===== config.mk =====
export PLATFORM = sky130hd
export DESIGN_NAME = mem_arbiter
export DESIGN_NICKNAME = d
export VERILOG_FILES = /design/src/rtl/mem_arbiter.sv
export SDC_FILE = /design/constraint.sdc
export NUM_CORES = 1
export LEC_CHECK = 0
export BUFFER_PORTS_ARGS = -buffer_cell sky130_fd_sc_hd__buf_4
export CORE_ASPECT_RATIO = 0.5
export CORE_MARGIN = 2
export CORE_UTILIZATION = 43
export DETAILED_ROUTE_END_ITERATION = 6
export PLACE_DENSITY = 0.77
export SETUP_SLACK_MARGIN = 0.4
export SLEW_MARGIN = 5
export SYNTH_ARGS = -nofsm -noshare
export SYNTH_HDL_FRONTEND = slang
export SYNTH_SLANG_ARGS = --single-unit

===== constraint.sdc =====
create_clock -name clk -period 1.95 [get_ports clk]
set_input_delay 0.0975 -clock clk [delete_from_list [all_inputs] [get_ports clk]]
set_output_delay 0.0975 -clock clk [all_outputs]
set_load 0.01 [all_outputs]

===== src/rtl/mem_arbiter.sv =====
// rtl/mem_arbiter.sv - round-robin fetch/load-store arbiter in front of a single memory controller port
module mem_arbiter #(
    parameter logic [7:0] TIMEOUT = 8'd255
) (
    input  logic        clk,
    input  logic        reset,
    input  logic        if_req,
    input  logic [31:0] if_address,
    output logic        if_ready,
    output logic [31:0] if_data,
    output logic        if_err,
    input  logic        ls_req,
    input  logic        ls_rw,
    input  logic [31:0] ls_address,
    input  logic [31:0] ls_write_data,
    input  logic [1:0]  ls_size,
    output logic        ls_ready,
    output logic [31:0] ls_data,
    output logic        ls_err,
    output logic        mem_rw_req,
    output logic        mem_rw,
    output logic [31:0] mem_address,
    output logic [31:0] mem_write_data,
    output logic [1:0]  mem_size,
    input  logic [31:0] mem_read_data,
    input  logic        mem_data_valid
);

    localparam logic [1:0] IDLE  = 2'd0;
    localparam logic [1:0] ISSUE = 2'd1;
    localparam logic [1:0] WAIT  = 2'd2;
    localparam logic [1:0] RESP  = 2'd3;

    logic [1:0]  state;
    logic        last_grant;   // 0 = fetch won last, 1 = load/store won last
    logic        grant_ls;     // owner of the transaction in flight
    logic [7:0]  count;

    logic        any_req;
    logic        pick_ls;
    logic [31:0] pick_address;
    logic        timeout_hit;

    logic        load;
    logic        load_ls;
    logic [31:0] load_data;
    logic        load_err;

    // Winner selection: a lone requester wins, a tie goes to whoever lost last time
    always_comb begin
        any_req      = if_req | ls_req;
        pick_ls      = ls_req & (~if_req | ~last_grant);
        pick_address = pick_ls ? ls_address : if_address;
        timeout_hit  = ({1'b0, count} + 9'd1) >= {1'b0, TIMEOUT};
    end

    // Response capture: decides when and what the requester-facing data/err registers latch
    always_comb begin
        load      = 1'b0;
        load_ls   = grant_ls;
        load_data = 32'd0;
        load_err  = 1'b0;
        case (state)
            IDLE: begin
                // Addresses with bit 31 set are IO space: fail without touching memory
                if (any_req && pick_address[31]) begin
                    load     = 1'b1;
                    load_ls  = pick_ls;
                    load_err = 1'b1;
                end
            end
            WAIT: begin
                if (mem_data_valid) begin
                    load      = 1'b1;
                    load_data = mem_rw ? 32'd0 : mem_read_data;
                end else if (timeout_hit) begin
                    load     = 1'b1;
                    load_err = 1'b1;
                end
            end
            default: ;
        endcase
    end

    // Arbitration state machine and the registered memory command
    always_ff @(posedge clk) begin
        if (reset) begin
            state          <= IDLE;
            last_grant     <= 1'b0;
            grant_ls       <= 1'b0;
            count          <= 8'd0;
            mem_rw         <= 1'b0;
            mem_address    <= 32'd0;
            mem_write_data <= 32'd0;
            mem_size       <= 2'd0;
        end else begin
            case (state)
                IDLE: begin
                    if (any_req) begin
                        grant_ls    <= pick_ls;
                        mem_address <= pick_address;
                        if (pick_ls) begin
                            mem_rw         <= ls_rw;
                            mem_write_data <= ls_write_data;
                            mem_size       <= ls_size;
                        end else begin
                            mem_rw         <= 1'b0;
                            mem_write_data <= 32'd0;
                            mem_size       <= 2'd2;
                        end
                        state <= pick_address[31] ? RESP : ISSUE;
                    end
                end
                ISSUE: begin
                    count <= 8'd0;
                    state <= WAIT;
                end
                WAIT: begin
                    if (load) begin
                        state <= RESP;
                    end else if (count != 8'hFF) begin
                        count <= count + 8'd1;
                    end
                end
                default: begin
                    last_grant <= grant_ls;
                    state      <= IDLE;
                end
            endcase
        end
    end

    // Requester-facing data/err hold their value until the next response for that side
    always_ff @(posedge clk) begin
        if (reset) begin
            if_data <= 32'd0;
            if_err  <= 1'b0;
            ls_data <= 32'd0;
            ls_err  <= 1'b0;
        end else if (load) begin
            if (load_ls) begin
                ls_data <= load_data;
                ls_err  <= load_err;
            end else begin
                if_data <= load_data;
                if_err  <= load_err;
            end
        end
    end

    assign mem_rw_req = (state == ISSUE);
    assign if_ready   = (state == RESP) & ~grant_ls;
    assign ls_ready   = (state == RESP) &  grant_ls;

endmodule


# Word-level counts from Yosys, hierarchy flattened

Index checks and enable logic that the tools add are counted.

Output and inout bits: 136
Flip-flop bits (word level): 145
Logic and storage cells: 63
Input bits: 136

Reduce and logical (&&, ||, !) cells: 9
Magnitude comparators: 1
$add $sub $neg: 2
Bitwise gates (word level): 9
Eq/ne operators: 8
Multiplexer cells: 22

Operators by type and width:

| kind                                                              | count |
|---|---|
| two-way mux 32 bit                                                | 5 |
| two-way mux 8 bit                                                 | 2 |
| case mux 8 bit (2 select lines)                                   | 1 |
| adder 8 x 1 -> 9 bit, second input constant                       | 1 |
| greater-or-equal comparator 9 x 8 -> 1 bit, second input constant | 1 |
| adder 8 x 1 -> 8 bit, second input constant                       | 1 |
| two-way mux 2 bit                                                 | 4 |
| inequality test 2 bit, second input constant                      | 4 |
| inequality test 8 bit, second input constant                      | 1 |
| AND reduction 2 bit                                               | 4 |
| two-way mux 1 bit                                                 | 7 |
| case mux 2 bit (3 select lines)                                   | 1 |
| == test 2 bit, second input constant                              | 2 |
| NOT 1 bit                                                         | 4 |
| case mux 1 bit (2 select lines)                                   | 2 |
| bitwise AND 1 bit                                                 | 3 |
| AND reduction 3 bit                                               | 1 |
| OR reduction 3 bit                                                | 1 |
| == test 2 x 1 -> 1 bit, second input constant                     | 1 |
| zero test 2 bit                                                   | 1 |
| OR 1 bit                                                          | 2 |
| nonzero test 2 bit                                                | 1 |
| logical AND 1 bit                                                 | 1 |

# Longest topological paths before layout

Depth after elaboration: 9
Gate-level depth with buffers: 11
Mapped depth without buffers: 8

# Least setup slack after synthesis

No wires, ideal clock.

Kind: reg2reg
Start: register count[0]
End: register ls_err
Path slack: -0.145 ns
Arrival: 1.981 ns
Buffers on the path: 3
Data required time: 1.835 ns
Library setup time: 0.115 ns
Stages on the path, launching flop included: 11
Period minus slack after synthesis: 2.095 ns
Path through: dfxtp_1 -> ha_1 -> and2_1 -> a41oi_1 -> and3b_1 -> buf_4 -> o21ai_4 -> and2b_1 -> buf_6 -> buf_6 -> o21a_1

Word-level cells in the longest chain between the ends: 6
Elaborated cells between the ends (all ways): 8
Classes of those cells: add/sub: 1; order compare: 1; mux: 5; reduce/logical: 1

Ends and longest elaborated chain:

| what                                         | RTL line | RTL |
|---|---|---|
| start: declaration                           | 37       | `logic [7:0] count;` |
| start signal: assignment                     | 122      | `count <= count + 8'd1;` |
| adder 8 x 1 -> 9 bit *                       | 54       | `timeout_hit = ({1'b0, count} + 9'd1) >= {1'b0, TIMEOUT};` |
| greater-or-equal comparator 9 x 8 -> 1 bit * | 54       |  |
| two-way mux 1 bit *                          | 76       | `end else if (timeout_hit) begin` |
| two-way mux 1 bit                            | 73       | `if (mem_data_valid) begin` |
| case mux 1 bit (2 select lines)              | 63       | `case (state)` |
| AND reduction 2 bit (no line)                | -        |  |
| end signal: assignment                       | 143      | `ls_err <= load_err;` |
| end: declaration                             | 19       | `output logic ls_err,` |

Every way passes the cells marked *; elsewhere a longest branch is shown, timed or not.
A chain may end at the register's enable or synchronous reset.

# Worst setup path after layout

Start: register count[1]
End: register count[2]

Word-level cells in the longest chain between the ends: 7
Elaborated cells between the ends (all ways): 13
Classes of those cells: add/sub: 2; order compare: 1; eq/ne: 3; mux: 6; reduce/logical: 1

Ends and longest elaborated chain:

| what                                       | RTL line |
|---|---|
| adder 8 x 1 -> 9 bit                       | 54 |
| greater-or-equal comparator 9 x 8 -> 1 bit | 54 |
| two-way mux 1 bit                          | 76 |
| two-way mux 1 bit                          | 73 |
| case mux 1 bit (2 select lines)            | 63 |
| inequality test 2 bit (no line)            | - |
| AND reduction 3 bit (no line)              | - |

Several ways; a longest one is shown, not always the timed one. The select of a mux whose other input is x is not followed.

==> summary.md <==
| Metric | Value |
|---|---|
| Final worst-path cycle share | `107%` |
| Worst setup EP type | `flop` |
| Worst hold path class | `in2reg` |
| Xor/xnor share of the synthesized area | `0%` |
| Ys Warns | `0` |
| DR vias/cell | `5.12` |
| Final slew viol count | `0` |
| Drt pass-1 iters | `4` |
| Type of the worst setup path | `reg2reg` |
| Initial drt markers | `279` |
| CTS root buffer | `clkbuf_16` |
| Yosys cell types | `43` |
| Async S/R FF share, synth | `0%` |
| Register area | `2920 um^2` |
| Post-synthesis compound-gate area fraction | `12.4%` |
| Cell area after layout | `10,400 um^2` |
| Cell type with the largest total area after synthesis | `dfxtp_1` |
| Vias | `6,108` |
| Most frequent cell after synthesis | `dfxtp_1` |
| Largest stage delay on the critical path | `0.50 ns` |
| CP max FO | `5` |
| ANT nets after route | `0` |
| Total GRT Usage | `24.3%` |
| Initial Utilization | `44.5%` |
| Most used DFF post-synth | `dfxtp_1` |
| Clk buf depth | `2` |
| First-pass GRT wire length | `29,400 um` |
| DP Wirelength | `11,900 um` |
| Setup Viol. Count Final | `73` |
| Largest cells by area after synthesis | `dfxtp_1, mux2i_1, nand2b_1` |
| Share of post-route cells with drive strength above 1 | `42.2%` |
| Worst rel slew slack | `70.3%` |
| # H-tree levels | `4` |
| Post-Syn Nets | `774` |
| Number of nets in the layout | `1,129` |
| Commonest cells in the netlist | `dfxtp_1, mux2i_1, nor2_1` |
| Startpoint types | `flop` |
| Fillers | `890` |
| Peak Freq | `479 MHz` |
| Core Area | `13,700 um^2` |
| # port buffers | `271` |
| Failing checks | `setup timing` |
| Placed Cells | `1,074` |
| Hold Vio Cnt, Final | `0` |
| Status | `complete, but fails checks` |
| CTS tree | `done` |
| Area delta synth->final | `70.5%` |
| Pre-CTS setup slack | `-0.117 ns` |
| # DRC | `0` |
| Sink Count | `145` |
| Antenna cells | `0` |
| Worst path slowest cell | `or4_4` |
| Fin cells | `1,192` |
| Clock Skews | `0.0108 ns` |
| RSZ-0062 raised after global routing | `true` |
| Adder-cell area share of the yosys netlist | `1.23%` |
| Max cap viols | `0` |
| Post-Route WL | `20,200 um` |
| Critical path buffer and inverter count | `1` |
| Vias in the first global route | `6,121` |
| Num CTS Buffers | `17` |
| Simple-gate share of the synthesized area | `18.1%` |
| IO Count | `272` |
| Multiplexer share of the synthesized area | `16.3%` |
| Wire per inst | `16.9 um` |
| Multi-input gate area | `3260 um^2` |
| Worst path cell trace | `ha_4 -> and2_4 -> a41oi_2 -> and3b_2 -> buf_6 -> nand2_4 -> or4_4 -> a31oi_1` |
| Main combinational cell family by area after synthesis | `simple AND/OR/NAND/NOR gates` |
| Critical Path RT | `2.27 ns` |
| Clock Latency Late Sink | `0.41 ns` |
| Leak | `4.62 nW` |
| Die ar. | `15,200 um^2` |
| Largest net degree at the start of global routing | `67` |
| Mapped cell area | `6100 um^2` |
| Seq/Total Area, Yosys | `47.6%` |
| CP delay by family, top | `simple AND/OR/NAND/NOR gates` |
| Flops & latches, synth | `145` |
| Gpl congestion | `0.880` |
| Post-synth EDFFs | `0` |
| Tmin final | `2.09 ns` |
| Total grt overflow | `0` |
| Synth Instances | `632` |
| Worst Setup Slack, final | `-0.136 ns` |
| Post-DP Area | `8540 um^2` |
| Worst EP arrival | `2.41 ns` |
| Syn_area_per_cell | `9.66 um^2` |
| CTS clk-pin slew, worst paths | `0.06 ns` |
| Die Wd | `172 um` |
| Initial antenna violation count | `0` |
| Tightest Pin Transition | `0.445 ns` |
| Power per cell area | `1090 nW/um^2` |
| Area share of the leading cell type in the synthesized netlist | `47.6%` |
| FP Rows | `30` |
| Die H | `88.2 um` |
| Peak supply drop | `0.646 mV` |
## layout by cell type, fill, tap and decap left out, types with 5 or more instances in the layout
master	instances
nor2_1	79
a22oi_1	34
nand2b_1	72
nand2_1	39
inv_6	5
clkinvlp_4	5
dfxtp_1	141
a211oi_2	30
buf_12	10
buf_4	293
inv_1	5
clkbuf_16	22
mux2i_1	95
a21oi_1	7
dlygate4sd3_1	65
a31oi_1	9
buf_6	6
## layout make-up
class,instances,area share [%]
inverter,8,0.313
sequential,145,28.0
tap,192,2.31
timing repair buffer,385,32.5
clock inverter,14,1.37
multi-input combinational,430,31.3
clock buffer,18,4.22
## report_power, final
| part | switching [mW] | internal, mW |
|---|---|---|
| Combinational | 2.16 | 2.35 |
| Clock | 1.37 | 1.83 |
| Sequential | 0.250 | 3.38 |
## timing repair
action,4_1_cts,5_1_grt
cloned,3,6
resized for setup,17,55
pin swaps,11,20
buffers inserted,6,6
setup endpoints to repair,122,121
endpoints found under the hold margin,94,0
hold buffers,65,0
## tightest hold or removal path, delay by kind of cell
family	cells	cell delay, ns
muxes	1	0.13
buffers and inverters	1	0.08
and+or+nand+nor	1	0.07
## layer usage
layer | wire (um) | vias up | GRT usage, % | part of all wire (%)
li1 | - | 2915 | - | -
met1 | 8160 | 2908 | 27.8 | 40
met2 | 10300 | 233 | 44.5 | 51
met3 | 1180 | 52 | 5.99 | 5.9
met4 | 585 | 0 | 9.55 | 2.9
met5 | 0 | - | 0 | 0
## flip-flops by register name, summed over array words and instances, names as in the netlist
register and cells:
if_data 32, ls_data 32, mem_address 32, mem_write_data 32, count 8, mem_size 2, state 2, grant_ls 1
if_err 1, last_grant 1, ls_err 1, mem_rw 1
## cells by family (layout without fill, tap and decap cells)
| group | Yosys count | count (layout) |
|---|---|---|
| and+or+nand+nor | 224 | 224 |
| AOI/OAI and AO/OA | 101 | 101 |
| adders and majority gates | 6 | 6 |
| muxes | 99 | 99 |
| buffers and inverters | 57 | 425 |
| DFF | 145 | 145 |
## stage by stage
step | TNS, ns | power [mW] | util, % | hold slack (ns)
floorplan | 0 | 5.66 | - | 0.232
global placement | -0.708 | 6.95 | 62.3 | 0.344
detailed placement | -2.60 | 7.02 | 62.3 | 0.353
CTS | -0.487 | 10.7 | 72.7 | 0.00481
global route | -11.13 | 11.9 | 75.9 | 0.0263
finish | -5.48 | 11.3 | 75.9 | 0.0136
## worst paths after layout
| check | start | to | slack [ns] | cells past startpoint |
|---|---|---|---|---|
| max | count[1] | count[2] | -0.14 | 8 |
| min | mem_read_data[30] | if_data[30] | 0.01 | 3 |
| max reg2reg | count[1] | count[2] | -0.14 | 8 |
| min reg2reg | ls_err | ls_err | 0.47 | 1 |
Power figures use the tool's default switching activity.
